`src/rtl/sha256_block_sequencer.sv`:
```
// sha256_block_sequencer
//
// Drives a single-block SHA-256 compression core across multi-block messages.
// Padded 512-bit blocks arrive on a valid/ready stream and are tagged first/last.
// For each block the sequencer selects the chaining value (the IV or the
// previous core result), pulses core_start_out for one cycle, and waits for the
// core's result. After the last block it presents the digest on a valid/ready
// output. A watchdog moves to a sticky error state if the core stays silent.
//
// Ports:
//   CLK, RST            clock; synchronous active-high reset
//   blk_valid_in/blk_ready_out, blk_data_in, blk_first_in, blk_last_in
//                       block input stream
//   core_start_out, core_message_out, core_digest_out
//                       request to the compression core
//   core_digest_in, core_valid_in
//                       core result (feed-forward add already applied)
//   hash_valid_out/hash_ready_in, hash_digest_out
//                       final digest stream
//   busy_out            message in flight, or the sequencer is not idle
//   blk_count_out       blocks completed in the current message (saturating)
//   timeout_err_out     sticky watchdog error; cleared only by RST
module sha256_block_sequencer #(
    parameter logic [255:0] IV = 256'h6a09e667bb67ae853c6ef372a54ff53a510e527f9b05688c1f83d9ab5be0cd19,
    parameter int CNT_W = 16,
    parameter int TIMEOUT_CYCLES = 255
) (
    input  logic               CLK,
    input  logic               RST,
    input  logic               blk_valid_in,
    output logic               blk_ready_out,
    input  logic [511:0]       blk_data_in,
    input  logic               blk_first_in,
    input  logic               blk_last_in,
    output logic               core_start_out,
    output logic [511:0]       core_message_out,
    output logic [255:0]       core_digest_out,
    input  logic [255:0]       core_digest_in,
    input  logic               core_valid_in,
    output logic               hash_valid_out,
    input  logic               hash_ready_in,
    output logic [255:0]       hash_digest_out,
    output logic               busy_out,
    output logic [CNT_W-1:0]   blk_count_out,
    output logic               timeout_err_out
);

    localparam int WD_W = (TIMEOUT_CYCLES < 2) ? 1 : $clog2(TIMEOUT_CYCLES + 1);

    typedef enum logic [2:0] {IDLE, START, WAIT, DONE, ERR} state_t;

    state_t            state_reg;
    logic              msg_open_reg;
    logic              last_reg;
    logic              valid_q_reg;
    logic [255:0]      chain_reg;
    logic [WD_W-1:0]   wd_reg;

    // A core result is taken only on a rising edge of core_valid_in, so a
    // valid held high for several cycles is counted once. A valid that was
    // already high before WAIT was entered therefore cannot be mistaken for
    // the result of the new block.
    logic core_take;
    assign core_take = core_valid_in && !valid_q_reg;

    // The WAIT edge on which the counter would reach TIMEOUT_CYCLES is the
    // edge that enters ERR. This places the error flag exactly
    // TIMEOUT_CYCLES cycles after START is left.
    logic wd_expire;
    assign wd_expire = (TIMEOUT_CYCLES != 0) && (wd_reg == WD_W'(TIMEOUT_CYCLES - 1));

    always_ff @(posedge CLK) begin
        if (RST) begin
            state_reg        <= IDLE;
            msg_open_reg     <= 1'b0;
            last_reg         <= 1'b0;
            valid_q_reg      <= 1'b0;
            chain_reg        <= IV;
            wd_reg           <= '0;
            blk_ready_out    <= 1'b1;
            core_start_out   <= 1'b0;
            core_message_out <= '0;
            core_digest_out  <= '0;
            hash_valid_out   <= 1'b0;
            hash_digest_out  <= '0;
            busy_out         <= 1'b0;
            blk_count_out    <= '0;
            timeout_err_out  <= 1'b0;
        end else begin
            valid_q_reg    <= core_valid_in;
            core_start_out <= 1'b0;

            case (state_reg)
                IDLE: begin
                    // blk_ready_out is always high while in IDLE.
                    if (blk_valid_in) begin
                        core_message_out <= blk_data_in;
                        last_reg         <= blk_last_in;
                        msg_open_reg     <= 1'b1;
                        busy_out         <= 1'b1;
                        blk_ready_out    <= 1'b0;
                        core_start_out   <= 1'b1;
                        state_reg        <= START;
                        // A first block, or any block with no message open,
                        // starts a new chain. A stale chain is abandoned.
                        if (blk_first_in || !msg_open_reg) begin
                            core_digest_out <= IV;
                            blk_count_out   <= '0;
                        end else begin
                            core_digest_out <= chain_reg;
                        end
                    end
                end

                START: begin
                    wd_reg    <= '0;
                    state_reg <= WAIT;
                end

                WAIT: begin
                    if (core_take) begin
                        chain_reg <= core_digest_in;
                        if (blk_count_out != '1) begin
                            blk_count_out <= blk_count_out + 1'b1;
                        end
                        if (last_reg) begin
                            hash_digest_out <= core_digest_in;
                            hash_valid_out  <= 1'b1;
                            state_reg       <= DONE;
                        end else begin
                            blk_ready_out <= 1'b1;
                            state_reg     <= IDLE;
                        end
                    end else begin
                        wd_reg <= wd_reg + 1'b1;
                        if (wd_expire) begin
                            timeout_err_out <= 1'b1;
                            msg_open_reg    <= 1'b0;
                            state_reg       <= ERR;
                        end
                    end
                end

                DONE: begin
                    if (hash_ready_in) begin
                        hash_valid_out <= 1'b0;
                        msg_open_reg   <= 1'b0;
                        busy_out       <= 1'b0;
                        blk_ready_out  <= 1'b1;
                        state_reg      <= IDLE;
                    end
                end

                ERR: begin
                    // Only RST leaves this state.
                end

                default: begin
                    state_reg <= ERR;
                end
            endcase
        end
    end

endmodule
```
`config.mk`:
```
export PLATFORM = sky130hd
export DESIGN_NAME = sha256_block_sequencer
export DESIGN_NICKNAME = d
export VERILOG_FILES = /design/src/rtl/sha256_block_sequencer.sv
export SDC_FILE = /design/constraint.sdc
export NUM_CORES = 2
export LEC_CHECK = 0
export CAP_MARGIN = 25
export CORE_AREA = 4 4 708 710
export DETAILED_ROUTE_END_ITERATION = 10
export DIE_AREA = 0 0 712 714
export GPL_TIMING_DRIVEN = 0
export PLACE_DENSITY = 0.35
export RECOVER_POWER = 100
export SKIP_CTS_REPAIR_TIMING = 1
export SYNTH_ARGS = -nofsm -noshare
export SYNTH_HDL_FRONTEND = slang
export SYNTH_SLANG_ARGS = --single-unit
```
`constraint.sdc`:
```
create_clock -name CLK -period 2.62 [get_ports CLK]
set_input_delay 0.524 -clock CLK [delete_from_list [all_inputs] [get_ports CLK]]
set_output_delay 0.524 -clock CLK [all_outputs]
set_load 0.005 [all_outputs]
```
# Word level (Yosys, flattened, before mapping)
# Cells that the tools add are included.
# Widths: inputs -> output; s select.
[totals]
input_bits = 775
ff_bits = 1315
[op_classes]
n_reduce_logical = 22
add_sub_neg = 2
mux = 29
n_eq_ne = 16
bitwise_logic = 3
[ops]
columns = ["op", "n"]
rows = [
  ["$mux 256", 1],
  ["$mux 16", 4],
  ["$pmux 16 s2", 1],
  ["$ne 2x2->1 const B", 9],
  ["$add 16x1->16 const B", 1],
  ["$ne 16x16->1 const B", 1],
  ["$pmux 8 s2", 1],
  ["$pmux 3 s5", 1],
  ["$reduce_and 5->1", 3],
  ["$mux 3", 4],
  ["$mux 1", 11],
  ["$reduce_and 3->1", 3],
  ["$add 8x1->8 const B", 1],
  ["$eq 8x8->1 const B", 1],
  ["$mux 8", 1],
  ["$reduce_and 4->1", 2],
  ["$reduce_bool 2->1", 4],
  ["$eq 3x2->1 const B", 2],
  ["$pmux 1 s3", 2],
  ["$reduce_and 2->1", 3],
  ["$pmux 1 s2", 2],
  ["$eq 3x1->1 const B", 1],
  ["$eq 3x3->1 const B", 1],
  ["$logic_not 3->1", 1],
  ["other kinds (8)", 11],
]

# Logic depth before layout (Yosys ltp)
[depth]
ltp_word = 5
depth_mapped = 8
depth_no_buf = 7

# Worst setup path after synthesis
# No wires, ideal clock.
[synth_path]
kind = "in2reg"
startpoint = "input blk_valid_in"
endpoint = "register core_digest_out[182]"
stages = 7
slack_ns = 0.761
t_arrival_ns = 1.741
cell_sequence = "nor2b_1 > nand2_2 > or2_1 > buf_2 > buf_6 > buf_2 > o221a_1"
[synth_via]
elab_chain_len = 1
[synth_lines]
columns = ["item", "line_no", "text"]
rows = [
  ["start: declaration", "30", "input logic blk_valid_in,"],
  ["$reduce_and 2->1 (no source line)", "-", ""],
  ["end signal: assignment", "110", "core_digest_out <= chain_reg;"],
  ["end: declaration", "37", "output logic [255:0] core_digest_out,"],
]
# Every way passes these cells.
# A chain may end at the register's enable or synchronous reset.

# Worst setup path in the final report
[layout_path]
startpoint = "register core_message_out[472]"
endpoint = "output core_message_out[472]"
[layout_lines]
columns = ["item", "line_no", "text"]
rows = [
  ["start: declaration", "36", "output logic [511:0] core_message_out,"],
  ["start signal: assignment", "97", "core_message_out <= blk_data_in;"],
]
# No word-level cell between the ends.

==> summary.md <==
| Metric | Value |
|---|---|
| Synth area leader | `dfxtp_1` |
| Biggest register | `core_message_out` |
| Crit-path cells | `clkdlybuf4s50_1` |
| Initial antenna violation count | `160` |
| Largest register FFs | `512` |
| Switching portion of total power | `0.2883` |
| Final HPWL DP | `387900 µm` |
| Synth top cells by count | `nand2_1, dfxtp_1, a21oi_1` |
| Final Cycle Share | `0.9898` |
| Setup CP Type | `flip-flop to output pin` |
| Number of enable flip-flop cells after synthesis | `0` |
| PwrDens | `696.1 mW/mm²` |
| Initial DRC Count | `3479` |
| WP data arrival | `2.07 ns` |
| CP top delay family | `buffers and inverters` |
| Clk slew on worst S/H paths | `0.06 ns` |
| P_leak | `29.62 nW` |
| Layout cells sized above 1 | `0.08583` |
| Required @ worst endpoint | `2.10 ns` |
| Max Slew Vio Count | `0` |
| VDD IR-drop max | `0.4703 mV` |
| Final WS setup | `0.02677 ns` |
| Max_cap viols | `0` |
| Die X | `712 µm` |
| Most numerous cell in the Yosys netlist | `nand2_1` |
| Initial core utilization | `0.09069` |
| Clock group share of total power | `0.468` |
| Max_slew headroom | `0.2746` |
| Hold Crit Class | `primary input to flip-flop` |
| Setup_tns | `0 ns` |
| DIE AREA | `0.5084 mm²` |
| Pre-CTS worst setup slack | `-1.764 ns` |
| Max FO, Critical Path | `2` |
| Synth unique cells | `54` |
| Register bit total from synthesis | `1315` |
| Fillcell total | `56.39k` |
| Startpoint types | `flip-flop` |
| Area Overhead vs Synth | `75.31%` |
| CORE AREA | `0.4958 mm²` |
| Vias per inst | `3.398` |
| Mean area per synthesized cell | `8.372 µm²` |
| CTS tree | `built` |
| Crit path time final | `2.593 ns` |
| WP buf/inv | `1` |
| Synth async-reset ratio | `0` |
| Critical path endpoint category | `output pin` |
| Top FF cell, synth | `dfxtp_1` |
| Vias | `47.94k` |
| CP max stage delay | `0.67 ns` |
| Layout Skew | `0.1087 ns` |
| Register area | `0.02634 mm²` |
| CTS Sinks | `1315` |
| Hold wc startpoint | `blk_data_in[419]` |
| Count of final hold-check violations | `0` |
| Syn Inst Count | `5371` |
| RSZ-0062 raised after global routing | `yes` |
| Pre-antenna DRT Iters | `6` |
| Max H-tree Level | `4` |
| WL final | `449800 µm` |
| Syn_nets | `6149` |
| Worst-margin pin slew | `1.088 ns` |
| Gate power share | `0.140` |
| CP Launch Point | `core_message_out[472]` |
| Row cnt | `259` |
| Top cells by area, synth | `dfxtp_1, nand2_1, a21oi_1` |
| Int Pwr | `0.03906 W` |
| Sequential fraction of the synthesis area | `0.5854` |
| Flop pwr share | `0.392` |
| Cell Area, Synth | `0.04497 mm²` |
| Final nets | `8185` |
| Placed instance area | `0.07203 mm²` |
| R2r startpoint | `state_reg[2]` |
| NetSw | `0.01582 W` |
| DIE HEIGHT | `714 µm` |
| Area share of the largest cell type after synthesis | `0.5854` |
| Yosys warns | `0` |
| Routability Congestion | `0.9407` |
| Clock Root Buffer | `clkbuf_16` |
| Max Buffers Root-to-Sink | `4` |
| Area of the multi-input gates | `0.01677 mm²` |
| Worst-Skew Late Latency | `0.92 ns` |
| Vias in the first global route | `46.61k` |
| Routed wire per std cell | `31.88 µm` |
| Antenna Violating Nets Remaining | `0` |
| PortBufs | `1818` |
| Final Core Density | `0.1590` |
| Max Clk Rate | `385.6 MHz` |
| Final Cell Area | `0.07883 mm²` |
| TritonCTS buffer count | `178` |
| Status | `finished clean` |
| First-pass GRT wire length | `556000 µm` |
| GR Overflow Total | `0` |
| DRC Markers | `0` |
| Largest net degree at the start of global routing | `17` |
| GRT Total Usage | `0.1691` |
| Num ports | `1820` |
| Critical path's slowest cell | `clkdlybuf4s50_1` |
| Final setup vio count | `0` |
layout make-up:
| type | count | share of cell area |
|---|---|---|
| inverter | 5 | 0.0002381 |
| buffer | 433 | 0.02616 |
| timing repair buffer | 1857 | 0.2455 |
| antenna | 46 | 0.001460 |
| clock inverter | 59 | 0.01098 |
| sequential | 1315 | 0.3341 |
| multi-input combinational | 3617 | 0.2128 |
| tap | 6525 | 0.1036 |
| clock buffer | 252 | 0.06523 |
cells in the final DEF (no fill, tap or decap), types with 15 or more instances in the layout:
cell             instances
clkbuf_8                41
clkinv_2                21
a22oi_1                120
clkbuf_16              178
nor2_1                 137
o221a_2                 96
dfxtp_1               1305
nand3_1                149
clkdlybuf4s50_1       1656
nand2_1               2070
clkbuf_1               247
o221a_1                 40
diode_2                 46
a21oi_1                902
buf_8                   15
buf_12                  18
buf_2                  103
clkbuf_2                57
dlymetal6s2s_1         159
buf_4                   27
per-stage QoR:
| step | power, W | hold slack (ns) | cells |
|---|---|---|---|
| 2_1_floorplan | 0.02368 | 0.4360 | 5371 |
| 3_3_place_gp | 0.02966 | 0.4402 | 13710 |
| 3_5_place_dp | 0.02974 | 0.4455 | 13750 |
| 4_1_cts | 0.05597 | 0.02893 | 14060 |
| 5_1_grt | 0.05691 | 0.09201 | 14090 |
| 6_report | 0.05488 | 0.1746 | 14110 |
layer usage:
metal,track usage,up-vias,part of all wire
met3,0.06402,504,0.096
met5,0,-,0.00084
met2,0.2887,1911,0.48
li1,-,22010,-
met1,0.1981,23460,0.39
met4,0.04296,60,0.032
worst paths after layout:
check / end / slack [ns] / depth (start not counted)
max reg2reg: core_digest_out[224] / 0.13 / 7
max: core_message_out[472] / 0.03 / 1
min: core_message_out[419] / 0.17 / 3
min reg2reg: core_message_out[334] / 0.45 / 2
cells by family after synthesis:
family,share of synthesized area
muxes,0.0006678
xor gates and xnor gates,0.001169
AOI/OAI and AO/OA,0.1604
and+or+nand+nor,0.2091
DFF,0.5854
buffers and inverters,0.04240
adders and majority gates,0.0008348
power groups by stage:
| stage | clock [W] | combinational, W | sequential, W |
|---|---|---|---|
| detailed placement | 0 | 0.00781 | 0.0219 |
| finish | 0.0257 | 0.00766 | 0.0215 |
| global placement | 0 | 0.00773 | 0.0219 |
| CTS | 0.0266 | 0.00784 | 0.0215 |
| global route | 0.0272 | 0.00810 | 0.0216 |
| floorplan | 0 | 0.00190 | 0.0218 |
No activity file was read; power rests on OpenSTA's default activity.
